## src/rtl/router_out_arbiter_if.sv

```systemverilog
// Handshake bundle between the router input directions, one output-port arbiter and its downstream link.
// The slave modport is the arbiter's view; the master modport is the requester and sink side.
interface router_out_arbiter_if #(
  parameter int WIDTH  = 33,
  parameter int NUM_IN = 5
);
  logic [NUM_IN-1:0]       in_valid;
  logic [NUM_IN*WIDTH-1:0] in_data;
  logic [NUM_IN-1:0]       in_ready;
  logic                    out_valid;
  logic [WIDTH-1:0]        out_data;
  logic                    out_ready;

  modport master (
    output in_valid, in_data, out_ready,
    input  in_ready, out_valid, out_data
  );

  modport slave (
    input  in_valid, in_data, out_ready,
    output in_ready, out_valid, out_data
  );
endinterface

```

## src/rtl/router_out_arbiter.sv

```systemverilog
// Round-robin arbiter with a single registered output slot for one router output port.
// Optional per-requester saturating grant counters are built when ARB_GRANT_CNT_EN is defined.
module router_out_arbiter #(
  parameter int WIDTH  = 33,
  parameter int NUM_IN = 5
`ifdef ARB_GRANT_CNT_EN
  ,
  parameter int CNT_W  = 16
`endif
) (
  input  logic                    clk,
  input  logic                    reset,
  router_out_arbiter_if.slave     bus
`ifdef ARB_GRANT_CNT_EN
  ,
  output logic [NUM_IN*CNT_W-1:0] grant_cnt
`endif
);

  localparam int IDX_W = (NUM_IN > 1) ? $clog2(NUM_IN) : 1;

  localparam logic [0:0] S_EMPTY = 1'b0;
  localparam logic [0:0] S_FULL  = 1'b1;

  logic [0:0]       state_p0;
  logic [WIDTH-1:0] data_p0;
  logic [IDX_W-1:0] rr_last;

  logic             load_ok;
  logic             win;
  logic [IDX_W-1:0] win_idx;
  logic [IDX_W-1:0] cand_idx;
  logic [NUM_IN-1:0] grant;
  logic [WIDTH-1:0] win_data;

  // Stage p0 input: arbitration is purely combinational so in_ready answers in the same cycle
  assign load_ok = !reset && ((state_p0 == S_EMPTY) || bus.out_ready);

  always_comb begin
    win      = 1'b0;
    win_idx  = rr_last;
    cand_idx = '0;
    grant    = '0;
    if (load_ok) begin
      for (int k = 1; k <= NUM_IN; k++) begin
        cand_idx = IDX_W'((int'(rr_last) + k) % NUM_IN);
        if (!win && bus.in_valid[cand_idx]) begin
          win     = 1'b1;
          win_idx = cand_idx;
        end
      end
    end
    if (win) grant[win_idx] = 1'b1;
  end

  always_comb begin
    win_data = '0;
    for (int i = 0; i < NUM_IN; i++) begin
      if (grant[i]) win_data = bus.in_data[i*WIDTH +: WIDTH];
    end
  end

  assign bus.in_ready = grant;

  // Stage p0 register: the single output slot
  always_ff @(posedge clk) begin
    if (reset) begin
      state_p0 <= S_EMPTY;
      data_p0  <= '0;
      rr_last  <= IDX_W'(NUM_IN - 1);
    end else if (win) begin
      state_p0 <= S_FULL;
      data_p0  <= win_data;
      rr_last  <= win_idx;
    end else if (bus.out_ready) begin
      state_p0 <= S_EMPTY;
    end
  end

  assign bus.out_valid = (state_p0 == S_FULL);
  assign bus.out_data  = data_p0;

`ifdef ARB_GRANT_CNT_EN
  function automatic logic [CNT_W-1:0] sat_inc(input logic [CNT_W-1:0] v);
    return (&v) ? v : v + 1'b1;
  endfunction

  logic [CNT_W-1:0] cnt_p0 [NUM_IN];

  always_ff @(posedge clk) begin
    for (int i = 0; i < NUM_IN; i++) begin
      if (reset) begin
        cnt_p0[i] <= '0;
      end else if (grant[i] && bus.in_valid[i]) begin
        cnt_p0[i] <= sat_inc(cnt_p0[i]);
      end
    end
  end

  for (genvar g = 0; g < NUM_IN; g++) begin : g_cnt
    assign grant_cnt[g*CNT_W +: CNT_W] = cnt_p0[g];
  end
`endif

endmodule

```

## src/flat_wrapper.sv

```systemverilog
// flat-port wrapper written by rule: the top's interface ports become plain ports
module router_out_arbiter_flat 
#(
  parameter int WIDTH  = 33,
  parameter int NUM_IN = 5

)
  (clk, reset, bus_in_valid, bus_in_data, bus_out_ready, bus_in_ready, bus_out_valid, bus_out_data);
  router_out_arbiter_if #(.WIDTH(WIDTH), .NUM_IN(NUM_IN)) bus_i ();
  input  logic clk;
  input  logic reset;
  input wire logic [$bits(bus_i.in_valid)-1:0] bus_in_valid;
  input wire logic [$bits(bus_i.in_data)-1:0] bus_in_data;
  input wire logic [$bits(bus_i.out_ready)-1:0] bus_out_ready;
  output wire logic [$bits(bus_i.in_ready)-1:0] bus_in_ready;
  output wire logic [$bits(bus_i.out_valid)-1:0] bus_out_valid;
  output wire logic [$bits(bus_i.out_data)-1:0] bus_out_data;
  assign bus_i.in_valid = bus_in_valid;
  assign bus_i.in_data = bus_in_data;
  assign bus_i.out_ready = bus_out_ready;
  assign bus_in_ready = bus_i.in_ready;
  assign bus_out_valid = bus_i.out_valid;
  assign bus_out_data = bus_i.out_data;
  router_out_arbiter #(.WIDTH(WIDTH), .NUM_IN(NUM_IN)) u_core (.clk(clk), .reset(reset), .bus(bus_i));
endmodule
```

## config.mk

```make
export PLATFORM = sky130hd
export DESIGN_NAME = router_out_arbiter_flat
export DESIGN_NICKNAME = d
export VERILOG_FILES = /design/src/rtl/router_out_arbiter_if.sv /design/src/rtl/router_out_arbiter.sv /design/src/flat_wrapper.sv
export SDC_FILE = /design/constraint.sdc
export NUM_CORES = 1
export LEC_CHECK = 0
export CORE_MARGIN = 3
export CORE_UTILIZATION = 30
export DETAILED_ROUTE_END_ITERATION = 8
export DONT_BUFFER_PORTS = 1
export GPL_TIMING_DRIVEN = 0
export MAX_ROUTING_LAYER = met4
export PLACE_DENSITY = 0.46
export SLEW_MARGIN = 10
export SYNTH_ARGS = -nofsm -noshare
export SYNTH_HDL_FRONTEND = slang
export SYNTH_SLANG_ARGS = --single-unit
```

## constraint.sdc

```tcl
create_clock -name clk -period 5.65 [get_ports clk]
set_input_delay 0.565 -clock clk [delete_from_list [all_inputs] [get_ports clk]]
set_output_delay 0.565 -clock clk [all_outputs]
set_load 0.05 [all_outputs]
```

Word level (Yosys, flattened, before mapping)
Cells that the tools add are included.
W data, S select, Z words.
- bitwise gates (word level): 1
- divide/modulo/power cells: 5
- reductions and logical operators: 13
- add/subtract/negate cells: 5
- multiply operators: 0
- shifts and indexed selects: 0
- mux-type cells: 36
- $lt $le $gt $ge: 7
- eq/ne operators: 0
- operators by type and width (operator ; number):
    $mux W33 ; 5
    $mod A32 B4 Y32 const B ; 5
    $lt A3 B4 Y1 const B ; 6
    $mux W1 ; 18
    $mux W3 ; 6
    $bmux W1 S3 ; 5
    $add A3 B2 Y4 const B ; 2
    $add A3 B3 Y4 const B ; 2
    $logic_and A1 B1 Y1 ; 6
    $logic_not A1 Y1 ; 5
    $mux W5 ; 1
    $add A3 B1 Y4 const B ; 1
    $demux W1 S3 ; 1
    $ge A3 B1 Y1 const B ; 1
    $reduce_bool A2 Y1 ; 1
    $logic_or A1 B1 Y1 ; 1
    $not A1 Y1 ; 1
- memories: 0
- bits in writable memories: 0
- memory bits (read-only): 0
- output and inout bits: 39
- bits in latches: 0
- word-level logic and storage cells: 70
- register bits: 37

Longest topological paths before layout
- depth in word-level cells: 32
- mapped depth: 24

Least setup slack after synthesis
OpenSTA, ideal clock, no wires.
- path kind: reg2out
- from: register u_core.rr_last[0]
- to: output port bus_in_ready[3]
- setup slack: -0.753 ns
- arrival time: 5.838 ns
- cell stages (with the launch flop): 22
- path buffers: 3
- cell sequence: dfxtp_1 buf_2 clkinv_1 buf_1 ha_1 ha_1 or3b_4 a41oi_4 xnor2_1 clkinv_2 ha_1 nor2b_1 or3_1 o311ai_2 nor3_1 o211ai_2 o21ai_2 o2111a_1 a22o_2 a211oi_4 buf_6 nor2b_1
- cells in the longest elaborated chain, start to end: 27
- elaborated cells on any way between the ends: 50
- RTL lines (item ; RTL line ; source):
    start: declaration ; router_out_arbiter.sv:27 ; logic [IDX_W-1:0] rr_last;
    start signal: assignment ; router_out_arbiter.sv:70 ; rr_last <= IDX_W'(NUM_IN - 1);
    start signal: assignment ; router_out_arbiter.sv:74 ; rr_last <= win_idx;
    $add A3 B1 Y4 ; router_out_arbiter.sv:46 ; cand_idx = IDX_W'((int'(rr_last) + k) % NUM_IN);
    $mod A32 B4 Y32 ; router_out_arbiter.sv:46 ;
    $bmux W1 S3 ; router_out_arbiter.sv:47 ; if (!win && bus.in_valid[cand_idx]) begin
    $mux W1 (not written as such) ; router_out_arbiter.sv:47 ;
    $mux W1 ; router_out_arbiter.sv:47 ;
    $mux W1 ; router_out_arbiter.sv:44 ; if (load_ok) begin
    $logic_not A1 Y1 ; router_out_arbiter.sv:47 ;
    $logic_and A1 B1 Y1 ; router_out_arbiter.sv:47 ;
    [11 not listed] ; -- ;
    $logic_and A1 B1 Y1 ; router_out_arbiter.sv:47 ;
    $mux W3 ; router_out_arbiter.sv:47 ;
    $mux W3 ; router_out_arbiter.sv:44 ;
    $lt A3 B4 Y1 (not written as such) or $ge A3 B1 Y1 (tied branches) ; router_out_arbiter.sv:53 ; if (win) grant[win_idx] = 1'b1;
    $logic_and A1 B1 Y1 (not written as such) ; router_out_arbiter.sv:53 ;
    $mux W1 (not written as such) ; router_out_arbiter.sv:53 ;
    $demux W1 S3 ; -- ;
    $mux W5 * ; router_out_arbiter.sv:53 ;
    end: declaration ; flat_wrapper.sv:15 ; output wire logic [$bits(bus_i.in_ready)-1:0] bus_in_ready;
Mark *: on every way between the ends. The rest lies on a longest branch, timed or not. The select of a mux whose other input is x is not followed.

Worst setup path after layout
- from: register u_core.rr_last[0]
- to: output port bus_in_ready[0]
Same word-level chain as after synthesis.

==> results.py <==
metrics = {
    "logic_synthesis": {
        "ys_types": 88,
        "syn-instance-count": 575,
        "netlist_area_sq_um": 4483,
        "yosysWarnings": 0,
        "ys_seq_elements": 37,
        "async_reset_ff_frac": 0,
        "seq_area_frac_synth": 0.1652,
        "ys.flop_type": "dfxtp_1",
        "syn_area_per_cell_sq_um": 7.797,
        "synth_fp_nets": 772,
        "synth-edff-count": 0,
    },
    "setup_path": {
        "crit_chain": "buf_12 -> clkinv_8 -> buf_12 -> ha_4 -> ha_4 -> or3b_4 -> a41oi_4 -> xnor2_2 -> clkinv_2 -> ha_4 -> nor2b_2 -> or3_4 -> o311ai_4 -> nor3_2 -> o211ai_2 -> o21ai_4 -> o2111a_2 -> a221o_1 -> and2_4 -> and3_4 -> and2_4",
        "end_kind": "output pin",
        "worstPathArrival_ns": 4.95,
        "crit_fanout": 13,
        "crit_slowest_cell": "a221o_1",
        "cpMostUsedCell": "ha_4",
        "cp.required_ns": 5.09,
        "critPathKind": "reg2out",
        "start_kind": "register",
        "slowest_delay_ns": 0.43,
    },
    "timing": {
        "drv_slew": 0,
        "max_slew.worst_pin.slew_ns": 0.6391,
        "slew_headroom": 0.5740,
        "max_freq_mhz": 181.5,
        "period_needed_ns": 5.510,
        "rsz0062_at_grt": "true",
        "fin_crit_sh": 0.9753,
        "setup-violations-final": 0,
        "clock_skew_ns": 0.009601,
        "final-hold-violation-count": 0,
    },
    "placed_design": {
        "dp_hpwl_mm": 14.12,
        "place.gp.congestion": 0.8967,
        "numPortBuffers": 0,
        "dpl.cell_count": 759,
        "dpl-instance-area_sq_um": 4741,
    },
    "final_layout": {
        "layout_common_cells": "68 x o22ai_1, 42 x o21ai_0, 37 x nand2_1",
        "final_common_cell": "o22ai_1",
        "drive_above_1_share": 0.2188,
        "final_nets": 804,
        "final_cells": 793,
        "postLayoutCellArea_sq_um": 5373,
        "syn2layout_area_growth_pct": 19.84,
        "final_core_util": 0.3683,
    },
    "cts": {
        "clk_pin_slew_ns": 0.06,
        "root_buffer": "clkbuf_16",
        "clk_latency_ns": 0.30,
        "cts_buffer_depth": 2,
        "htree_levels": 2,
        "numCtsBuffers": 5,
        "cts_tree": "yes",
        "clock_sinks": 37,
    },
    "grt": {
        "grt_pass1_wl_mm": 27.72,
        "grt_overflow": 0,
        "grt_antenna_before_repair": 1,
        "grt_pass1_vias": 5070,
        "grt_max_degree": 20,
        "track_usage": 0.2155,
    },
    "die": {
        "start_util": 0.3073,
        "placementRows": 44,
        "die_h_um": 128.2,
        "die_area_sq_um": 16450,
        "die-width_um": 128.2,
        "core_region_area_sq_um": 14590,
        "ios": 212,
    },
    "detailed_routing": {
        "wl_per_cell_um": 23.21,
        "routedLengthMet1_mm": 7.630,
        "drc": 0,
        "drt-initial-drc-count": 497,
        "vias": 5161,
        "dr.pass1.iters": 6,
        "viasPerCell": 6.508,
        "routed-wl-met3_mm": 1.423,
        "wl_mm": 18.41,
        "ant_nets": 0,
        "wl_met2_mm": 8.977,
        "top_layer": "met4",
    },
    "worst_hold_path": {
        "hold_path.class": "in2reg",
    },
    "power_and_ir_drop": {
        "p_clk_frac": 0.066,
        "p_leak_uw": 0.001928,
        "netSwitchingPower_uw": 2583,
        "power_density_nw_per_um2": 846.3,
        "irDropWorstVdd_uv": 338.8,
        "p_int_uw": 1964,
        "seq_power_share": 0.177,
        "switching_share": 0.5680,
        "comb_power_share": 0.757,
    },
    "run_status": {
        "status": "completed",
    },
    "run": {
        "maxCapViolations": 0,
    },
}
==> kinds of logic after synthesis <==
| family | after synthesis | share of synthesized area |
|---|---|---|
| compound gates | 271 | 0.4558 |
| simple gates | 147 | 0.1817 |
| buf+inv | 77 | 0.08596 |
| flops | 37 | 0.1652 |
| fa+ha+maj | 24 | 0.06698 |
| xor+xnor | 10 | 0.02121 |
| mux | 9 | 0.02317 |
==> state kept, by name, indices dropped and copies added (netlist names) <==
name                  flops
u_core.bus.out_data      33
u_core.rr_last            3
u_core.bus.out_valid      1
==> final cells by class <==
type	count	area (sq um)
plain buffers	47	307.8
fillers	1500	9216
well taps	184	230.2
diodes	1	2.502
flip-flops and latches	37	752.0
clock buffers	6	138.9
clock inverters	2	13.76
multi-input cells	461	3587
inverters	26	122.6
repair buffers	29	217.7
==> what timing repair did <==
action	in CTS	in global routing
endpoints found under the setup margin	41	30
buffers inserted	13	16
hold buffers	0	0
pin swaps	7	12
gates resized for setup	43	24
==> worst paths after layout <==
kind | start | to | slack, ns | cells after the start
max | u_core.rr_last[0] | bus_in_ready[0] | 0.14 | 21
min | reset | u_core.bus.out_valid | 0.35 | 1
max reg2reg | u_core.rr_last[0] | u_core.bus.out_data[2] | 0.41 | 23
min reg2reg | u_core.rr_last[1] | u_core.rr_last[1] | 0.56 | 2
==> power groups by stage <==
stage | Sequential, uW | Clock (uW) | Combinational, uW
2_1_floorplan | 761 | 0 | 2350
3_3_place_gp | 807 | 0 | 2940
3_5_place_dp | 804 | 0 | 2980
4_1_cts | 803 | 304 | 3240
5_1_grt | 817 | 316 | 3760
6_report | 805 | 299 | 3440
==> layer usage <==
layer | global-route usage | vias to the layer above
met5 | - | -
met4 | 0.05431 | 0
met3 | 0.03792 | 43
met2 | 0.3494 | 271
met1 | 0.2780 | 2489
li1 | - | 2358
==> worst max-delay path, delay by kind of cell, from the launching register on <==
family,cells,cell delay [ns]
xor gates and xnor gates,1,0.16
and+or+nand+nor,7,1.61
buffers and inverters,4,0.47
adders and majority gates,3,0.57
AOI/OAI and AO/OA,6,1.42
DFF,1,0.39
==> synth_stat cells, drive strengths merged, types with 3 or more instances <==
library cell / instances / share of area
clkinv: 3 / 0.0028
buf: 32 / 0.047
o221ai: 3 / 0.0059
nand2b: 32 / 0.045
xnor2: 8 / 0.016
and2: 5 / 0.0075
nor3: 8 / 0.010
a221oi: 35 / 0.068
and3: 6 / 0.0095
dfxtp: 37 / 0.17
nor2: 23 / 0.020
nand2: 40 / 0.035
o21ai: 48 / 0.057
o211ai: 5 / 0.0095
a21oi: 19 / 0.023
ha: 24 / 0.067
nand4: 3 / 0.0042
a211oi: 11 / 0.027
inv: 23 / 0.020
or3: 5 / 0.0070
nand3: 5 / 0.0056
o31ai: 3 / 0.0050
o21a: 6 / 0.010
or2b: 5 / 0.0084
a32oi: 36 / 0.070
mux2i: 7 / 0.016
nor2b: 4 / 0.0056
o22ai: 69 / 0.098
nand4b: 4 / 0.0092
o211a: 3 / 0.0084
clkbuf: 19 / 0.016
o311ai: 6 / 0.013
==> stage by stage <==
step | hold slack [ns] | setup TNS, ns | total power, uW | setup slack [ns]
global placement | 0.6410 | -23.26 | 3748 | -0.9707
global route | 0.3441 | -0.07530 | 4895 | -0.05570
finish | 0.3483 | 0 | 4547 | 0.1397
CTS | 0.3365 | 0 | 4345 | 0.006983
floorplan | 0.5945 | -0.01227 | 3109 | -0.01227
detailed placement | 0.6413 | -26.43 | 3783 | -1.050
Note: power is estimated with default switching activity, not from simulation.
